[config.mk]
export PLATFORM = sky130hd
export DESIGN_NAME = cipher_frame_rx
export DESIGN_NICKNAME = d
export VERILOG_FILES = /design/src/rtl/cipher_frame_rx.sv
export SDC_FILE = /design/constraint.sdc
export NUM_CORES = 1
export LEC_CHECK = 0
export BUFFER_PORTS_ARGS = -buffer_cell sky130_fd_sc_hd__buf_2
export CAP_MARGIN = 40
export CORE_MARGIN = 8
export CORE_UTILIZATION = 35
export DETAILED_ROUTE_END_ITERATION = 12
export PLACE_DENSITY_LB_ADDON = 0.05
export SYNTH_ARGS = -nofsm -noshare
export SYNTH_HDL_FRONTEND = slang
export SYNTH_SLANG_ARGS = --single-unit
[constraint.sdc]
create_clock -name clk -period 4.59 [get_ports clk]
set_input_delay 0.2295 -clock clk [delete_from_list [all_inputs] [get_ports clk]]
set_output_delay 0.2295 -clock clk [all_outputs]
set_load 0.02 [all_outputs]
[src/rtl/cipher_frame_rx.sv]
// cipher_frame_rx: serial cipher-frame receiver producing a one-hot decrypted nibble
module cipher_frame_rx #(
    parameter int BIT_CYCLES = 4
) (
    input  logic        clk,
    input  logic        rst_n,
    input  logic        rx_in,
    input  logic [3:0]  public_key,
    output logic [15:0] hexadecimal_output,
    output logic        out_valid,
    output logic        frame_err,
    output logic        key_err,
    output logic        busy
);
    localparam int CW = $clog2(BIT_CYCLES);
    localparam logic [CW-1:0] HALF = CW'(BIT_CYCLES / 2 - 1);
    localparam logic [CW-1:0] LAST = CW'(BIT_CYCLES - 1);
    typedef enum logic [2:0] {IDLE, START, DATA, PARITY, STOP, WAIT_IDLE} state_t;
    state_t state;
    logic [CW-1:0] cnt;
    logic [2:0] bit_cnt;
    logic [7:0] sr;
    logic par, tick, par_err;
    logic [3:0] x, b, n, f;
    logic [2:0] ones;
    logic [15:0] result;
    always_comb begin
        x = sr[3:0] ^ sr[7:4] ^ public_key;
        b = {x[3], ^x[3:2], ^x[3:1], ^x};
        n = ~b;
        result = 16'h1 << n;
        ones = 3'($countones(x));
        f = {ones >= 3'd4, ones >= 3'd3, ones >= 3'd2, ones >= 3'd1};
        par_err = ^{sr, par};
        tick = (state == START) ? (cnt == HALF) : (cnt == LAST);
    end
    assign busy = state != IDLE;
    always_ff @(posedge clk or negedge rst_n) begin
        if (!rst_n) begin
            state <= IDLE;
            cnt <= '0;
            bit_cnt <= '0;
            sr <= '0;
            par <= 1'b0;
            hexadecimal_output <= '0;
            out_valid <= 1'b0;
            frame_err <= 1'b0;
            key_err <= 1'b0;
        end else begin
            out_valid <= 1'b0;
            frame_err <= 1'b0;
            key_err <= 1'b0;
            cnt <= (state == IDLE || tick) ? '0 : cnt + CW'(1);
            case (state)
                IDLE: if (!rx_in) state <= START;
                START: if (tick) begin
                    state <= rx_in ? IDLE : DATA;
                    bit_cnt <= '0;
                end
                DATA: if (tick) begin
                    sr <= {rx_in, sr[7:1]};
                    bit_cnt <= bit_cnt + 3'd1;
                    if (bit_cnt == 3'd7) state <= PARITY;
                end
                PARITY: if (tick) begin
                    par <= rx_in;
                    state <= STOP;
                end
                STOP: if (tick) begin
                    if (par_err || !rx_in) begin
                        frame_err <= 1'b1;
                        state <= rx_in ? IDLE : WAIT_IDLE;
                    end else if (f != sr[7:4]) begin
                        key_err <= 1'b1;
                        state <= IDLE;
                    end else begin
                        hexadecimal_output <= result;
                        out_valid <= 1'b1;
                        state <= IDLE;
                    end
                end
                WAIT_IDLE: if (rx_in) state <= IDLE;
                default: state <= IDLE;
            endcase
        end
    end
endmodule

==> flow_metrics.env <==
export IMPL_number_of_vias_in_the_routed_layout=1227
export IMPL_synth_cell_area_um2=1930
export IMPL_gate_count_of_the_mapped_netlist=162
export IMPL_clock_pin_slew_on_the_worst_setup_and_hold_paths_ns=0.07
export IMPL_power_total_w=0.00116
export IMPL_design_core_area_um2=5410
export IMPL_start_util_pct=35.6
export IMPL_die_width_um=90.2
export IMPL_critical_path_peak_fanout=17
export IMPL_die_height_um=90.2
export IMPL_area_growth_synth_to_final_pct=14.1
export IMPL_commonest_register_cell_after_synthesis="sky130_fd_sc_hd__dfrtp_1"
export IMPL_drcViolationCount=0
export IMPL_min_path_type="primary input to async pin"
export IMPL_cp_end_kind="register"
export IMPL_post_cts_repair_setup_buffers=0
export IMPL_synthAdderAreaFrac_pct=4.94
export IMPL_seqCellArea_um2=901
export IMPL_synth_enable_flop_cells=0
export IMPL_r2r_start="sr[5]$_DFFE_PN0P_"
export IMPL_critical_path_data_arrival_time_ns=3.94
export IMPL_final_period_utilization_pct=82.4
export IMPL_numCtsBuffers=5
export IMPL_hold_viol=0
export IMPL_routed_wl_um=3710
export IMPL_rsz_0062_raised_after_global_routing="false"
export IMPL_slew_violations=0
export IMPL_status="finished, final reports clean"
export IMPL_via_count_of_the_first_global_routing_pass=1310
export IMPL_synthDominantAreaCellType="sky130_fd_sc_hd__dfrtp_1"
export IMPL_synth_simple_gate_area_share_pct=11.6
export IMPL_synth_largest_type_area_fraction_pct=46.8
export IMPL_irDropWorstVdd_mv=0.216
export IMPL_drive_above_1_share_pct=34.9
export IMPL_grt_remaining_overflow=0
export IMPL_cts_resized_gates=0
export IMPL_maxSlewHeadroom_pct=46.3
export IMPL_min_period_ns=3.78
export IMPL_grt_pass1_wl_um=6450
export IMPL_ff2ff_path_depth=11
export IMPL_routedWlPerCell_um=14.2
export IMPL_maxClockFrequency_ghz=0.264
export IMPL_multi_input_area_um2=965
export IMPL_hpwl_um=2830
export IMPL_grt_antenna_before_repair=0
export IMPL_clock_sink_count=36
export IMPL_synth_fp_nets=176
export IMPL_place_area_um2=2120
export IMPL_clk_path_buf_depth=2
export IMPL_post_synthesis_compound_gate_area_fraction_pct=7.67
export IMPL_power_leakage_nw=1.14
export IMPL_mean_instance_size_in_the_synthesized_netlist_um2=11.9
export IMPL_cap_viol_max_count=0
export IMPL_cp_slowest_cell="sky130_fd_sc_hd__fa_1"
export IMPL_fin_worst_skew_ns=0.00997
export IMPL_critPathKind="register to register"
export IMPL_io_buffers=26
export IMPL_synth_seq_area_share_pct=46.8
export IMPL_yosys_cell_count_top_type="sky130_fd_sc_hd__dfrtp_1"
export IMPL_std_cell_rows=27
export IMPL_fin_hold_ws_ns=0.0279
export IMPL_cts_htree_levels=2
export IMPL_antenna_cells=0
export IMPL_final_fill_count=555
export IMPL_regToRegEndpoint="hexadecimal_output[15]$_DFFE_PN0P_"
export IMPL_antenna_violating_nets_post_route=0
export IMPL_nets=203
export IMPL_ys_warn_count=0
export IMPL_synth_seq_cells=36
export IMPL_drt_first_pass_iters=2
export IMPL_worstSkewPairLatency_ns=0.29
export IMPL_required_ns=4.75
export IMPL_pin_count=27
export IMPL_cts_hold_buffers_added=0
export IMPL_cts_tree="yes"
export IMPL_setup_worst_path_start_class="register"
export IMPL_detailedRoute_firstIterationViolations=11
export IMPL_vias_per_cell=4.70
export IMPL_setup_total_negative_slack_ns=0
export IMPL_routabilityCongestion=0.690
export IMPL_r2r_setup_slack_ns=0.81
export IMPL_synthDistinctLibCells=35
export IMPL_clockRootBuffer="sky130_fd_sc_hd__clkbuf_8"
export IMPL_yosys_mux_area_fraction_pct=17.5
export IMPL_timing_critical_path_slowest_cell_delay_ns=0.49
export IMPL_final_setup_viol_count=0
export IMPL_path_cells="xor2_1, xor2_1, fa_1, ha_1, inv_1, ha_1, inv_1, or3_1, a2111oi_4, nand3_4, mux2_4"
export IMPL_power_density_nw_per_um2=529
export IMPL_design_area_um2=2200
export IMPL_post_synth_most_frequent_cells="36 x sky130_fd_sc_hd__dfrtp_1, 21 x sky130_fd_sc_hd__nor2_1, 18 x sky130_fd_sc_hd__mux2_2, 9 x sky130_fd_sc_hd__mux2_4, 9 x sky130_fd_sc_hd__xnor2_1"
export IMPL_worst_slew_pin_transition_ns=0.806
export IMPL_maximum_number_of_pins_on_one_net_before_global_route_repair=37
export IMPL_die_area_um2=8130
export IMPL_async_flop_share_pct=100
export IMPL_main_combinational_cell_family_by_area_after_synthesis="multiplexers"
export IMPL_synthXorXnorAreaFrac_pct=8.32
export IMPL_post_synth_main_area_contributors="sky130_fd_sc_hd__dfrtp_1 47%, sky130_fd_sc_hd__mux2_2 11%, sky130_fd_sc_hd__mux2_4 7.0%, sky130_fd_sc_hd__nor2_1 4.1%, sky130_fd_sc_hd__xnor2_1 4.1%"
export IMPL_grtUsageTotal_pct=9.84
## through the flow
stage          setup WS, ns  util, %  cells
2_1_floorplan          1.11        -    162
4_1_cts               0.762     40.6    261
6_report              0.809     40.6    261
3_5_place_dp          0.799     39.1    254
5_1_grt               0.484     40.6    261
3_3_place_gp          0.809     39.1    254
## flip-flops by register name, indices dropped and copies added (netlist names)
register / count
bit_cnt: 3
frame_err: 1
key_err: 1
sr: 8
hexadecimal_output: 16
state: 3
par: 1
out_valid: 1
cnt: 2
## critical path: cells and delay by family, from the launching register on
kind / cells / cell delay (ns)
and+or+nand+nor: 2 / 0.71
buffers and inverters: 2 / 0.12
AOI/OAI and AO/OA: 1 / 0.43
xor gates and xnor gates: 2 / 0.70
adders and majority gates: 3 / 0.87
muxes: 1 / 0.39
DFF: 1 / 0.44
## per-layer routing
layer,vias to the layer above,wire (um),GRT usage [%]
met3,6,186,3.66
met4,0,61,4.16
li1,602,-,-
met5,-,0,0
met1,599,1540,10.9
met2,20,1920,16.5
## cell families after synthesis
family	count (synthesis)
simple gates	43
flops	36
mux	27
compound gates	20
xor+xnor	15
buf+inv	14
fa+ha+maj	7
## final cells by class
cell class	count	area share (%)
multi-input combinational	112	43.9
sequential	36	41.0
timing repair buffer	26	5.92
tap	72	4.10
clock buffer	5	3.13
inverter	8	1.37
clock inverter	2	0.569
## power breakdown
| group | internal [W] | switching, W | leakage [nW] |
|---|---|---|---|
| combinational | 0.000235 | 0.000279 | 0.614 |
| clock | 0.000103 | 0.000113 | 0.0400 |
| sequential | 0.000361 | 0.0000707 | 0.490 |
| total | 0.000699 | 0.000463 | 1.14 |
## cells in the final DEF, fill, tap and decap left out, types with 3 or more instances in the layout
cell type	instances
sky130_fd_sc_hd__mux2_4	9
sky130_fd_sc_hd__mux2_2	18
sky130_fd_sc_hd__a21oi_1	4
sky130_fd_sc_hd__inv_1	8
sky130_fd_sc_hd__nand2b_1	5
sky130_fd_sc_hd__buf_2	26
sky130_fd_sc_hd__dfrtp_1	36
sky130_fd_sc_hd__nand2_1	5
sky130_fd_sc_hd__xor2_1	3
sky130_fd_sc_hd__clkbuf_8	5
sky130_fd_sc_hd__ha_1	6
sky130_fd_sc_hd__nor2_1	21
sky130_fd_sc_hd__xnor2_1	9
sky130_fd_sc_hd__o21ai_0	5
## how the worst max path moves through the flow
stage | cells past startpoint | slack [ns] | start | end
floorplan | 13 | 1.11 | sr[3]$_DFFE_PN0P_ | hexadecimal_output[10]$_DFFE_PN0P_
global placement | 11 | 0.81 | sr[5]$_DFFE_PN0P_ | hexadecimal_output[10]$_DFFE_PN0P_
detailed placement | 11 | 0.80 | sr[5]$_DFFE_PN0P_ | hexadecimal_output[15]$_DFFE_PN0P_
CTS | 11 | 0.76 | sr[5]$_DFFE_PN0P_ | hexadecimal_output[15]$_DFFE_PN0P_
global route | 11 | 0.48 | sr[5]$_DFFE_PN0P_ | hexadecimal_output[15]$_DFFE_PN0P_
finish | 11 | 0.81 | sr[5]$_DFFE_PN0P_ | hexadecimal_output[15]$_DFFE_PN0P_
No activity file was read; power rests on OpenSTA's default activity.
